$ cat config.mk
export PLATFORM = sky130hd
export DESIGN_NAME = spi_master_flat
export DESIGN_NICKNAME = d
export VERILOG_FILES = /design/src/rtl/spi_master_if.sv /design/src/rtl/spi_master.sv /design/src/flat_wrapper.sv
export SDC_FILE = /design/constraint.sdc
export NUM_CORES = 1
export LEC_CHECK = 0
export ABC_AREA = 1
export BUFFER_PORTS_ARGS = -buffer_cell sky130_fd_sc_hd__buf_2
export CAP_MARGIN = 25
export CORE_MARGIN = 2
export CORE_UTILIZATION = 46
export CTS_BUF_LIST = sky130_fd_sc_hd__clkbuf_4
export CTS_CLUSTER_SIZE = 20
export DETAILED_ROUTE_END_ITERATION = 12
export PLACE_DENSITY = 0.66
export SETUP_SLACK_MARGIN = 0.15
export SYNTH_ARGS = -nofsm -noshare
export SYNTH_HDL_FRONTEND = slang
export SYNTH_SLANG_ARGS = --single-unit
$ cat constraint.sdc
create_clock -name clk100 -period 1.71 [get_ports clk100]
set_input_delay 0.2565 -clock clk100 [delete_from_list [all_inputs] [get_ports clk100]]
set_output_delay 0.2565 -clock clk100 [all_outputs]
set_load 0.005 [all_outputs]
$ cat src/rtl/spi_master_if.sv
// Host/pin bundle for spi_master: start/byte handshake plus the SPI pins.
// The chip-select line exists only when SPI_MASTER_CS_EN is defined.
interface spi_master_if;
  logic       start;
  logic [7:0] tx_data;
  logic [7:0] rx_data;
  logic       complete;
  logic       sck;
  logic       mosi;
  logic       miso;
`ifdef SPI_MASTER_CS_EN
  logic       cs;
`endif

  // master: the spi_master block itself
  modport master (
`ifdef SPI_MASTER_CS_EN
    output cs,
`endif
    input  start, tx_data, miso,
    output rx_data, complete, sck, mosi
  );

  // slave: host and external device side of the same wires
  modport slave (
`ifdef SPI_MASTER_CS_EN
    input  cs,
`endif
    output start, tx_data, miso,
    input  rx_data, complete, sck, mosi
  );
endinterface

$ cat src/rtl/spi_master.sv
// Single-byte SPI master, mode 0, MSB first, SCK = clk100 / (2*HALF_PERIOD).
// Optional active-low chip select enabled by defining SPI_MASTER_CS_EN.
module spi_master #(
  parameter int unsigned HALF_PERIOD = 100
) (
  input logic          clk100,
  input logic          reset,
  spi_master_if.master bus
);

  localparam int unsigned CW = (HALF_PERIOD > 1) ? $clog2(HALF_PERIOD) : 1;
  localparam logic [CW-1:0] DIV_LAST = CW'(HALF_PERIOD - 1);

  typedef enum logic {IDLE, XFER} state_t;

  state_t        state_reg, state_next;
  logic [CW-1:0] div_reg, div_next;
  logic [2:0]    bit_reg, bit_next;
  logic          last_reg, last_next;
  logic [7:0]    tx_reg, tx_next;
  logic [7:0]    rx_reg, rx_next;
  logic [7:0]    rx_data_reg, rx_data_next;
  logic          complete_reg, complete_next;
  logic          sck_reg, sck_next;
  logic          tick;
  logic          finish;
`ifdef SPI_MASTER_CS_EN
  logic          cs_reg, cs_next;
`endif

  always_ff @(posedge clk100 or posedge reset) begin
    if (reset) begin
      state_reg    <= IDLE;
      div_reg      <= '0;
      bit_reg      <= '0;
      last_reg     <= 1'b0;
      tx_reg       <= '0;
      rx_reg       <= '0;
      rx_data_reg  <= '0;
      complete_reg <= 1'b0;
      sck_reg      <= 1'b0;
`ifdef SPI_MASTER_CS_EN
      cs_reg       <= 1'b1;
`endif
    end else begin
      state_reg    <= state_next;
      div_reg      <= div_next;
      bit_reg      <= bit_next;
      last_reg     <= last_next;
      tx_reg       <= tx_next;
      rx_reg       <= rx_next;
      rx_data_reg  <= rx_data_next;
      complete_reg <= complete_next;
      sck_reg      <= sck_next;
`ifdef SPI_MASTER_CS_EN
      cs_reg       <= cs_next;
`endif
    end
  end

  always_comb begin
    state_next    = state_reg;
    div_next      = div_reg;
    bit_next      = bit_reg;
    last_next     = last_reg;
    tx_next       = tx_reg;
    rx_next       = rx_reg;
    rx_data_next  = rx_data_reg;
    complete_next = 1'b0;
    sck_next      = sck_reg;
    tick          = (div_reg == DIV_LAST);
    finish        = 1'b0;
`ifdef SPI_MASTER_CS_EN
    cs_next       = cs_reg;
`endif

    unique case (state_reg)
      IDLE: sck_next = 1'b0;
      XFER: begin
        div_next = tick ? '0 : div_reg + CW'(1);
        if (tick) begin
          sck_next = ~sck_reg;
          if (!sck_reg) begin
            rx_next = {rx_reg[6:0], bus.miso};
          end else if (last_reg) begin
            // eighth falling edge: tx_reg is left unshifted so mosi keeps the last bit
            finish        = 1'b1;
            rx_data_next  = rx_reg;
            complete_next = 1'b1;
            state_next    = IDLE;
`ifdef SPI_MASTER_CS_EN
            cs_next       = 1'b1;
`endif
          end else begin
            tx_next   = {tx_reg[6:0], 1'b0};
            bit_next  = bit_reg + 3'd1;
            last_next = (bit_reg == 3'd6);
          end
        end
      end
      default: state_next = IDLE;
    endcase

    // Accepting on the finishing edge lets transfers run back to back without a gap.
    if (bus.start && (state_reg == IDLE || finish)) begin
      state_next = XFER;
      tx_next    = bus.tx_data;
      div_next   = '0;
      bit_next   = '0;
      last_next  = 1'b0;
      sck_next   = 1'b0;
`ifdef SPI_MASTER_CS_EN
      cs_next    = 1'b0;
`endif
    end
  end

  assign bus.mosi     = tx_reg[7];
  assign bus.sck      = sck_reg;
  assign bus.complete = complete_reg;
  assign bus.rx_data  = rx_data_reg;
`ifdef SPI_MASTER_CS_EN
  assign bus.cs       = cs_reg;
`endif

endmodule

$ cat src/flat_wrapper.sv
// flat-port wrapper written by rule: the top's interface ports become plain ports
module spi_master_flat 
#(
  parameter int unsigned HALF_PERIOD = 100
)
  (clk100, reset, bus_start, bus_tx_data, bus_miso, bus_rx_data, bus_complete, bus_sck, bus_mosi);
  spi_master_if bus_i ();
  input logic clk100;
  input logic reset;
  input wire logic [$bits(bus_i.start)-1:0] bus_start;
  input wire logic [$bits(bus_i.tx_data)-1:0] bus_tx_data;
  input wire logic [$bits(bus_i.miso)-1:0] bus_miso;
  output wire logic [$bits(bus_i.rx_data)-1:0] bus_rx_data;
  output wire logic [$bits(bus_i.complete)-1:0] bus_complete;
  output wire logic [$bits(bus_i.sck)-1:0] bus_sck;
  output wire logic [$bits(bus_i.mosi)-1:0] bus_mosi;
  assign bus_i.start = bus_start;
  assign bus_i.tx_data = bus_tx_data;
  assign bus_i.miso = bus_miso;
  assign bus_rx_data = bus_i.rx_data;
  assign bus_complete = bus_i.complete;
  assign bus_sck = bus_i.sck;
  assign bus_mosi = bus_i.mosi;
  spi_master #(.HALF_PERIOD(HALF_PERIOD)) u_core (.clk100(clk100), .reset(reset), .bus(bus_i));
endmodule
* Word-level counts from Yosys, hierarchy flattened
Index checks and enable logic that the tools add are counted.
** Storage, ports and cells
- Bits in registers :: 38
** Cells by class
- Reductions and logical operators :: 9
- Bitwise logic cells :: 2
- Equal/unequal tests :: 4
- Mux-type cells :: 30
- Add/sub/neg operators :: 2
** Operator list (number)
- 8-bit two-way mux :: 5
- 7-bit two-way mux :: 3
- 1-bit two-way mux :: 16
- 3-bit two-way mux :: 5
- 4-bit AND reduction :: 2
- 7-bit by 1-bit adder with 7-bit output, second input constant :: 1
- 7-bit equality test, second input constant :: 1
- 3-bit AND reduction :: 2
- 2-bit nonzero test :: 3
- 3-bit by 1-bit adder with 3-bit output, second input constant :: 1
- 3-bit equality test, second input constant :: 1
- 3-bit != test, second input constant :: 1
- 2-bit != test, second input constant :: 1
- 1-bit inverter :: 2
- 1-bit one-hot mux with 2 select lines :: 1
- 1-bit logical AND :: 1
- 1-bit logical OR :: 1

* Logic depth before layout (Yosys ltp)
Gate-level depths: netlist of the first run.
- Depth in word-level cells :: 8
- Gate-level depth with buffers :: 10

* Worst setup path after synthesis of the first run
Ideal clock, no wire load.
- Path kind :: register to register
- From :: reg u_core.div_reg[0]
- To :: reg u_core.bit_reg[0]
- Buffers on the path :: 1
- Stages on the path, launching flop included :: 10
- Required time :: 1.645 ns
- Slack :: 0.288 ns
- Arrival :: 1.357 ns
- Library setup time :: 0.065 ns
- Clock period less this slack :: 1.422 ns
- Cell sequence :: dfrtp_1 > ha_1 > nand2_1 > clkinv_1 > nand3_1 > nand2_2 > nand3_2 > buf_2 > nand3_1 > nand2_1
** Between the ends
- Cells in the longest elaborated chain, start to end :: 7
** RTL lines
- start, declared :: RTL line spi_master.sv:17 : logic [CW-1:0] div_reg, div_next;
- start signal, assigned :: RTL line spi_master.sv:47 : div_reg <= div_next;
- 7-bit equality test (*) :: RTL line spi_master.sv:71 : tick = (div_reg == DIV_LAST);
- 1-bit two-way mux :: RTL line spi_master.sv:81 : if (tick) begin
- 1-bit two-way mux :: RTL line spi_master.sv:77 : unique case (state_reg)
- 1-bit logical OR :: RTL line spi_master.sv:105 : if (bus.start && (state_reg == IDLE || finish)) begin
- 1-bit logical AND :: RTL line spi_master.sv:105
- 2-bit != test (no line) or 2-bit nonzero test (tied branches)
- 4-bit AND reduction (no line)
- end signal, assigned :: RTL line spi_master.sv:48 : bit_reg <= bit_next;
- end, declared :: RTL line spi_master.sv:18 : logic [2:0] bit_reg, bit_next;
Mark *: on every way between the ends. The rest lies on a longest branch, timed or not.
A chain may end at the register's enable or synchronous reset.

* Worst setup path after layout of the first run
- From :: reg u_core.div_reg[3]
- To :: reg u_core.bit_reg[0]
The elaborated chain is that of the path after synthesis.

==> results.py, run 1 <==
metrics = {
    "synthesis": {
        "synth_area_per_cell_um2": 8.62,
        "synthSimpleGateAreaFrac": 0.322,
        "yosysWarnings": 0,
        "synth_top_area_frac": 0.506,
        "synth_top_family_by_area": "simple AND/OR/NAND/NOR gates",
        "synth-edff-count": 0,
        "synth_largest_area_cell": "dfrtp_1",
        "synth-compound-area-share": 0.0546,
        "syn_inst": 218,
        "synth.yosys.seq_area_share": 0.506,
        "yosys-mux-area-fraction": 0,
        "ys_seq_elements": 38,
        "synth-async-reset-ratio": 1.00,
        "synth-xor-area-share": 0.00932,
        "synth_nets": 233,
        "synthesis.area_um2": 1880,
        "synth_fa_ha_area_frac": 0.0200,
        "yosys_most_used_dff": "dfrtp_1",
        "synth.distinct_cells": 22,
        "synth_area_leaders": "dfrtp_1, nand2_1, nand3_2",
    },
    "placed_design": {
        "dp_cells": 286,
        "portBuffers": 22,
        "finalWeightedCongestion": 0.867,
        "pre_cts_slack_ns": 0.146,
        "dpl.hpwl_um": 2410,
    },
    "die": {
        "rows": 23,
        "start_util": 0.473,
        "die_y_um": 67.9,
        "core_area_um2": 3970,
        "die-area_um2": 4610,
        "die_x_um": 67.9,
        "ios": 23,
    },
    "critical_path": {
        "rrSetupSlack_ns": 0.17,
        "max_stage_delay_ns": 0.47,
        "critical_path.top_delay_family": "simple AND/OR/NAND/NOR gates",
        "cp-end-kind": "flip-flop",
        "crit_fanout": 8,
        "worstPathArrival_ns": 1.82,
        "r2r_end": "u_core.bit_reg[0]$_DFFE_PP0P_",
        "critPathKind": "reg2reg",
        "crit_chain": "nor2_1 -> nand2_1 -> nor2_4 -> buf_6 -> nand2_2 -> nor2_4 -> nand3_1 -> nand2_1",
        "cp_slowest_cell": "dfrtp_1",
        "ff2ff_path_depth": 8,
        "crit_buf_inv": 1,
        "timing.rr.start": "u_core.div_reg[3]$_DFFE_PP0P_",
        "worst_setup_path_start_kind": "flip-flop",
        "cp.required_ns": 1.98,
    },
    "global_routing": {
        "grt.busiest_layer": "met2",
        "grt_start_max_net_pins": 39,
        "antenna_found_initial": 0,
        "grtUsageMet2": 0.273,
        "overflow": 0,
        "grt_pass1_vias": 1375,
        "grtUsageMet1": 0.246,
        "grt.met3_usage": 0.0526,
        "track_usage": 0.180,
        "grt_first_pass_wirelength_um": 6210,
    },
    "detailed_routing": {
        "vias": 1489,
        "firstDrtPassIters": 4,
        "via_per_inst": 5.00,
        "ant_nets": 0,
        "dr.first_iter.drc_count": 102,
        "post-route-drc-count": 0,
        "wirelength_um": 3750,
        "detail_route.wl_per_cell_um": 12.6,
    },
    "cells_and_area": {
        "area.growth.synth_to_final_pct": 18.2,
        "fill_cells": 354,
        "antenna_cells": 0,
        "layout_common_cells": "nand2_1, dfrtp_1, inv_1",
        "final_common_cell": "nand2_1",
        "num-nets-final": 262,
        "drive_gt1_frac": 0.254,
        "layoutNonFillerInstCount": 298,
    },
    "clock_tree": {
        "cts_tree": "built",
        "htreeDepth": 2,
        "clock_path_buffers": 2,
        "clk_latency_ns": 0.34,
        "cts_buffers": 5,
        "clockRootBuffer": "clkbuf_4",
        "cts_sinks": 38,
        "path_clk_slew_ns": 0.12,
    },
    "sta": {
        "finalHoldWorstSlack_ns": 0.0117,
        "fmax_mhz": 648,
        "max_slew.worst_pin.slew_ns": 0.482,
        "worst_slack_ns": 0.166,
        "finalCritPeriodShare": 0.903,
        "clock_skew_ns": 0.0126,
        "hold_violations": 0,
        "slew_headroom": 0.679,
        "slew_violations": 0,
        "rsz0062_at_grt": "false",
        "setup_violations": 0,
        "fin_crit_ns": 1.54,
        "tns_ns": 0,
    },
    "power": {
        "ir_worst_vdd_v": 0.000505,
        "cellPowerDensity_nw_per_um2": 979,
        "p_leak_uw": 0.00114,
    },
    "status": {
        "status": "finished clean",
    },
    "flow_run": {
        "drv_cap": 0,
    },
    "hold_path": {
        "hold_class": "in2async",
    },
}
## synthesized netlist by cell type (2+ instances only)
| cell type | instances |
|---|---|
| o21ai_0 | 2 |
| nor2_1 | 14 |
| nand3_2 | 13 |
| nor3_1 | 2 |
| nand4_1 | 16 |
| nand2_1 | 56 |
| dfrtp_1 | 38 |
| a21oi_1 | 2 |
| nand2_2 | 4 |
| ha_1 | 3 |
| buf_2 | 4 |
| nand3_1 | 10 |
| xor2_1 | 2 |
| inv_1 | 24 |
| nor2_2 | 3 |
| o21ai_1 | 15 |
| buf_6 | 3 |
| inv_2 | 3 |
## worst max path at each step
stage,start,to,slack [ns],cells after the start
6_report,u_core.div_reg[3]$_DFFE_PP0P_,u_core.bit_reg[0]$_DFFE_PP0P_,0.17,8
5_1_grt,u_core.div_reg[3]$_DFFE_PP0P_,u_core.bit_reg[0]$_DFFE_PP0P_,0.11,8
4_1_cts,u_core.div_reg[1]$_DFFE_PP0P_,u_core.bus.rx_data[3]$_DFFE_PP0P_,0.14,6
3_5_place_dp,u_core.div_reg[0]$_DFFE_PP0P_,u_core.tx_reg[2]$_DFFE_PP0P_,0.15,10
3_3_place_gp,u_core.div_reg[0]$_DFFE_PP0P_,u_core.bus.sck$_DFFE_PP0P_,0.16,7
2_1_floorplan,u_core.div_reg[0]$_DFFE_PP0P_,u_core.bit_reg[0]$_DFFE_PP0P_,0.29,9
## per-layer routing
metal,vias up,wire [um]
li1,765,-
met4,0,55
met5,-,0
met2,34,1700
met3,4,166
met1,686,1830
## per-stage QoR
stage / cell area [um2] / total power [uW] / util
floorplan: 1880 / 1430 / -
global placement: 2030 / 1540 / 0.512
detailed placement: 2030 / 1540 / 0.512
CTS: 2130 / 2170 / 0.537
global route: 2220 / 2320 / 0.559
finish: 2220 / 2180 / 0.559
## where the power goes
group	internal [uW]	leakage (uW)	total, uW	switching (uW)
Sequential	1050	0.000471	1190	143
Combinational	140	0.000635	367	227
Clock	307	0.0000374	619	312
## tightest hold or removal path, stage by stage
cell	delay (ns)
buf_2	0.09
inv_1	0.04
buf_4	0.41
## cells by family (layout without fill, tap and decap cells)
family,Yosys count,after routing
xor gates and xnor gates,2,2
buffers and inverters,36,66
DFF,38,38
and+or+nand+nor,119,119
AOI/OAI and AO/OA,20,20
adders and majority gates,3,3
## layout make-up
type	instances	area (um2)	area share
clock buffer	5	37.5	0.0169
clock inverter	3	45.0	0.0203
inverter	28	105	0.0473
multi-input combinational	144	812	0.366
sequential	38	951	0.428
tap	50	62.6	0.0282
timing repair buffer	30	208	0.0935
## what timing repair did
item / 4_1_cts / 5_1_grt
hold buffers: 0 / 0
pin swaps: 0 / 2
buffers inserted: 1 / 2
cloned: 0 / 1
endpoints found under the hold margin: 0 / 0
resized for setup: 1 / 10
setup endpoints to repair: 12 / 34
No activity file was read; power rests on OpenSTA's default activity.
==> inputs of run 2 (changes only) <==
--- a/config.mk
+++ b/config.mk
@@ -8,12 +8,12 @@
 export ABC_AREA = 1
 export BUFFER_PORTS_ARGS = -buffer_cell sky130_fd_sc_hd__buf_2
 export CAP_MARGIN = 25
-export CORE_MARGIN = 2
+export CORE_MARGIN = 3
 export CORE_UTILIZATION = 46
 export CTS_BUF_LIST = sky130_fd_sc_hd__clkbuf_4
 export CTS_CLUSTER_SIZE = 20
 export DETAILED_ROUTE_END_ITERATION = 12
-export PLACE_DENSITY = 0.66
+export PLACE_DENSITY = 0.72
 export SETUP_SLACK_MARGIN = 0.15
 export SYNTH_ARGS = -nofsm -noshare
 export SYNTH_HDL_FRONTEND = slang
==> results.py, run 2 (synthesis results as in run 1) <==
metrics = {
    "placed_design": {
        "portBuffers": 22,
        "dp_cells": 284,
        "dpl.hpwl_um": 2360,
        "dpl_cell_area_um2": 2030,
        "finalWeightedCongestion": 0.804,
    },
    "critical_path": {
        "rrSetupSlack_ns": 0.25,
        "cp.required_ns": 1.97,
        "crit_path_frequent_cell": "nand2_1",
        "worstPathArrival_ns": 1.72,
        "critPathKind": "reg2reg",
        "max_stage_delay_ns": 0.43,
        "cp-end-kind": "flip-flop",
        "crit_chain": "ha_4 -> nand2_1 -> clkinv_1 -> nand3_2 -> nand2_4 -> buf_4 -> nand4_1 -> nand2_1 -> nand2_1",
        "worst_setup_path_start_kind": "flip-flop",
        "crit_fanout": 9,
        "cp_slowest_cell": "dfrtp_1",
        "crit_buf_inv": 2,
        "critical_path.top_delay_family": "simple AND/OR/NAND/NOR gates",
    },
    "sta": {
        "fmax_mhz": 685,
        "fin_crit_ns": 1.46,
        "max_slew.worst_pin.slew_ns": 0.474,
        "setup_violations": 0,
        "slew_headroom": 0.684,
        "tns_ns": 0,
        "rsz0062_at_grt": "false",
        "finalCritPeriodShare": 0.853,
        "clock_skew_ns": 0.00785,
        "slew_violations": 0,
        "hold_violations": 0,
    },
    "cells_and_area": {
        "layout_common_cells": "nand2_1, dfrtp_1, inv_1",
        "final_common_cell": "nand2_1",
        "fill_cells": 352,
        "final_area_um2": 2200,
        "fin_util": 0.580,
        "num-nets-final": 260,
        "drive_gt1_frac": 0.244,
        "layoutNonFillerInstCount": 294,
        "antenna_cells": 0,
        "area.growth.synth_to_final_pct": 17.2,
    },
    "die": {
        "die_x_um": 69.9,
        "rows": 22,
        "die-area_um2": 4890,
        "ios": 23,
        "start_util": 0.495,
        "core_area_um2": 3800,
        "die_y_um": 69.9,
    },
    "flow_run": {
        "drv_cap": 0,
    },
    "power": {
        "design_power_total_uw": 2160,
        "p_leak_uw": 0.00113,
        "cellPowerDensity_nw_per_um2": 983,
        "ir_worst_vdd_v": 0.000501,
    },
    "clock_tree": {
        "post_cts_buffers": 0,
        "cts_sinks": 38,
        "htreeDepth": 2,
        "clk_latency_ns": 0.35,
        "cts_buffers": 5,
        "clock_path_buffers": 2,
        "clockRootBuffer": "clkbuf_4",
        "path_clk_slew_ns": 0.12,
        "cts_tree": "built",
    },
    "status": {
        "status": "finished clean",
    },
    "detailed_routing": {
        "firstDrtPassIters": 4,
        "post-route-drc-count": 0,
        "dr.first_iter.drc_count": 117,
        "via_per_inst": 5.14,
        "ant_nets": 0,
        "wirelength_um": 3630,
        "vias": 1510,
        "detail_route.wl_per_cell_um": 12.3,
    },
    "global_routing": {
        "grt_first_pass_wirelength_um": 6090,
        "track_usage": 0.155,
        "grt_start_max_net_pins": 39,
        "overflow": 0,
        "antenna_found_initial": 0,
        "grt_pass1_vias": 1354,
    },
    "hold_path": {
        "hold_class": "in2reg",
    },
}
run 2: what timing repair did:
| action | CTS | global route |
|---|---|---|
| gates cloned | 0 | 1 |
| hold buffers | 1 | 0 |
| gates resized for setup | 1 | 8 |
| pin swaps | 0 | 3 |
| endpoints found under the setup margin | 12 | 25 |
| endpoints found under the hold margin | 21 | 0 |
run 2: through the flow:
step / hold slack (ns) / setup WS [ns]
after CTS: 0.139 / 0.102
after global routing: 0.163 / 0.145
after detailed placement: 0.391 / 0.138
after global placement: 0.397 / 0.192
final: 0.157 / 0.251
after floorplan: 0.412 / 0.288
run 2: final timing paths:
check | start | endpoint | cells after the start
worst max-delay path | u_core.div_reg[1]$_DFFE_PP0P_ | u_core.tx_reg[4]$_DFFE_PP0P_ | 9
min in group asynchronous | reset | u_core.bus.rx_data[6]$_DFFE_PP0P_ | 4
max in group asynchronous | reset | u_core.div_reg[1]$_DFFE_PP0P_ | 4
worst max register to register | u_core.div_reg[1]$_DFFE_PP0P_ | u_core.tx_reg[4]$_DFFE_PP0P_ | 9
worst min register to register | u_core.bus.rx_data[6]$_DFFE_PP0P_ | u_core.bus.rx_data[6]$_DFFE_PP0P_ | 2
worst min-delay path | bus_miso | u_core.rx_reg[0]$_DFFE_PP0P_ | 3
run 2: final cells by class:
class | instances | area, um2 | share of cell area
inverters | 28 | 105 | 0.0477
well taps | 48 | 60.1 | 0.0273
multi-input cells | 144 | 817 | 0.371
clock buffers | 5 | 37.5 | 0.0170
repair buffers | 28 | 188 | 0.0852
clock inverters | 3 | 45.0 | 0.0204
flip-flops and latches | 38 | 951 | 0.432
run 2: per-layer routing:
metal  routed length, um  GRT usage  vias to the layer above  part of all wire
met5                   0          0                        -                 0
li1                    -          -                      757                 -
met2                1620      0.230                       45              0.45
met1                1730      0.212                      701              0.48
met3                 202     0.0331                        7             0.056
met4                  83     0.0830                        0             0.023
run 2: report_power, final:
group          internal [uW]  total (uW)  switching [uW]
clock                    307         615             308
sequential              1050        1190             145
combinational            141         359             218
total                   1490        2160             671
run 2: tightest hold or removal path, delay by kind of cell:
kind | cells | cell delay, ns
AO/OA/AOI/OAI | 1 | 0.10
AND/OR/NAND/NOR | 1 | 0.03
buffers and inverters | 1 | 0.07
==> inputs of run 3 (changes only) <==
--- a/config.mk
+++ b/config.mk
@@ -9,12 +9,12 @@
 export BUFFER_PORTS_ARGS = -buffer_cell sky130_fd_sc_hd__buf_2
 export CAP_MARGIN = 25
 export CORE_MARGIN = 3
-export CORE_UTILIZATION = 46
+export CORE_UTILIZATION = 57
 export CTS_BUF_LIST = sky130_fd_sc_hd__clkbuf_4
 export CTS_CLUSTER_SIZE = 20
 export DETAILED_ROUTE_END_ITERATION = 12
-export PLACE_DENSITY = 0.72
-export SETUP_SLACK_MARGIN = 0.15
+export PLACE_DENSITY = 0.84
+export SETUP_SLACK_MARGIN = 0.5
 export SYNTH_ARGS = -nofsm -noshare
 export SYNTH_HDL_FRONTEND = slang
 export SYNTH_SLANG_ARGS = --single-unit
==> results.py, run 3 (synthesis results as in run 1) <==
metrics = {
    "placed_design": {
        "finalWeightedCongestion": 0.746,
        "portBuffers": 22,
        "dpl.hpwl_um": 2320,
        "dp_cells": 279,
    },
    "sta": {
        "setup_violations": 0,
        "slew_headroom": 0.675,
        "max_slew.worst_pin.slew_ns": 0.487,
        "fmax_mhz": 644,
        "clock_skew_ns": 0.00535,
        "finalCritPeriodShare": 0.908,
        "tns_ns": 0,
        "slew_violations": 0,
        "rsz0062_at_grt": "true",
        "hold_violations": 0,
        "fin_crit_ns": 1.55,
    },
    "critical_path": {
        "cp-end-kind": "flip-flop",
        "worstPathArrival_ns": 1.78,
        "critPathKind": "reg2reg",
        "rrSetupSlack_ns": 0.16,
        "timing.rr.start": "u_core.div_reg[0]$_DFFE_PP0P_",
        "crit_fanout": 9,
        "crit_path_start": "u_core.div_reg[0]$_DFFE_PP0P_",
        "cp.required_ns": 1.94,
        "worst_setup_path_start_kind": "flip-flop",
    },
    "cells_and_area": {
        "area.growth.synth_to_final_pct": 38.4,
        "layoutNonFillerInstCount": 311,
        "antenna_cells": 0,
        "final_common_cell": "nand2_1",
        "fin_util": 0.838,
        "num-nets-final": 281,
        "layout_common_cells": "nand2_1, dfrtp_1, inv_1, buf_2, nand4_1",
        "drive_gt1_frac": 0.427,
    },
    "detailed_routing": {
        "ant_nets": 0,
        "wirelength_um": 6040,
        "vias": 1870,
        "firstDrtPassIters": 6,
        "post-route-drc-count": 0,
        "via_per_inst": 6.01,
        "detail_route.wl_per_cell_um": 19.4,
        "dr.first_iter.drc_count": 262,
    },
    "status": {
        "status": "finished clean",
    },
    "die": {
        "die_y_um": 63.4,
        "rows": 20,
        "core_area_um2": 3100,
        "die-area_um2": 4020,
        "ios": 23,
        "start_util": 0.606,
        "die_x_um": 63.4,
    },
    "global_routing": {
        "track_usage": 0.260,
        "grt_start_max_net_pins": 39,
        "grt_first_pass_wirelength_um": 8070,
        "grt_pass1_vias": 1656,
        "overflow": 0,
        "antenna_found_initial": 0,
    },
    "hold_path": {
        "hold_class": "in2async",
    },
    "clock_tree": {
        "htreeDepth": 2,
        "clock_path_buffers": 2,
        "cts_sinks": 38,
        "clk_latency_ns": 0.35,
        "path_clk_slew_ns": 0.11,
        "cts_tree": "built",
        "cts_buffers": 5,
        "clockRootBuffer": "clkbuf_4",
    },
    "flow_run": {
        "drv_cap": 0,
    },
    "power": {
        "cellPowerDensity_nw_per_um2": 946,
        "p_leak_uw": 0.00124,
        "ir_worst_vdd_v": 0.000718,
    },
}
[run 3: changes by cell type in the layout (fill, tap and decap cells not counted), moves of 6 or more]
cell	change
buf_4	+9
nor2_1	-6
nand2_2	+7
nand3_4	+6
nand2_1	-9
[run 3: metal layers]
metal	global-route usage	routed length (um)	vias up
met1	0.333	2470	901
met5	0	0	-
met4	0.154	216	0
met2	0.400	2890	124
met3	0.0588	464	27
li1	-	-	818
[run 3: path summary, 6_finish.rpt]
check,endpoint,cells past startpoint
worst max-delay path,u_core.bus.rx_data[7]$_DFFE_PP0P_,8
worst min-delay path,u_core.bus.complete$_DFF_PP0_,3
worst max register to register,u_core.bus.rx_data[7]$_DFFE_PP0P_,8
worst min register to register,u_core.rx_reg[3]$_DFFE_PP0P_,2
max in group asynchronous,u_core.div_reg[3]$_DFFE_PP0P_,3
min in group clk100,u_core.tx_reg[0]$_DFFE_PP0P_,3
[run 3: critical path: stages, from the launching register on]
cell,delay [ns]
dfrtp_1,0.42
ha_4,0.18
nand2_1,0.09
nor2_4,0.14
buf_12,0.15
buf_12,0.11
nand3_4,0.14
nand2_1,0.13
nand2_1,0.09
[run 3: through the flow]
| stage | setup slack (ns) | total power (uW) | cell area (um2) | hold slack [ns] |
|---|---|---|---|---|
| after CTS | 0.313 | 2270 | 2390 | 0.00549 |
| after floorplan | 0.367 | 1440 | 1910 | 0.408 |
| final | 0.157 | 2460 | 2600 | 0.0127 |
| after detailed placement | 0.0593 | 1550 | 2020 | 0.390 |
| after global placement | 0.112 | 1530 | 2020 | 0.386 |
| after global routing | 0.0884 | 2570 | 2600 | 0.0326 |
[run 3: final cells by class]
cell class	count	area [um2]
Clock buffer	7	52.6
Clock inverter	1	30.0
Fill cell	160	502
Inverter	28	109
Multi-Input combinational cell	152	1090
Sequential cell	38	956
Tap cell	44	55.1
Timing Repair Buffer	41	305
[run 3: power by group]
part	internal (uW)	leakage, uW	switching [uW]	total (uW)
Clock	342	0.0000463	292	633
Sequential	1050	0.000467	182	1230
Combinational	213	0.000727	382	595
Total	1610	0.00124	856	2460
[run 3: repair_timing]
item | in CTS | in global routing
setup buffers | 10 | 6
endpoints found under the setup margin | 38 | 38
gates resized for setup | 31 | 30
gates cloned | 6 | 2
endpoints found under the hold margin | 0 | 0
hold buffers | 0 | 0
pin swaps | 12 | 5
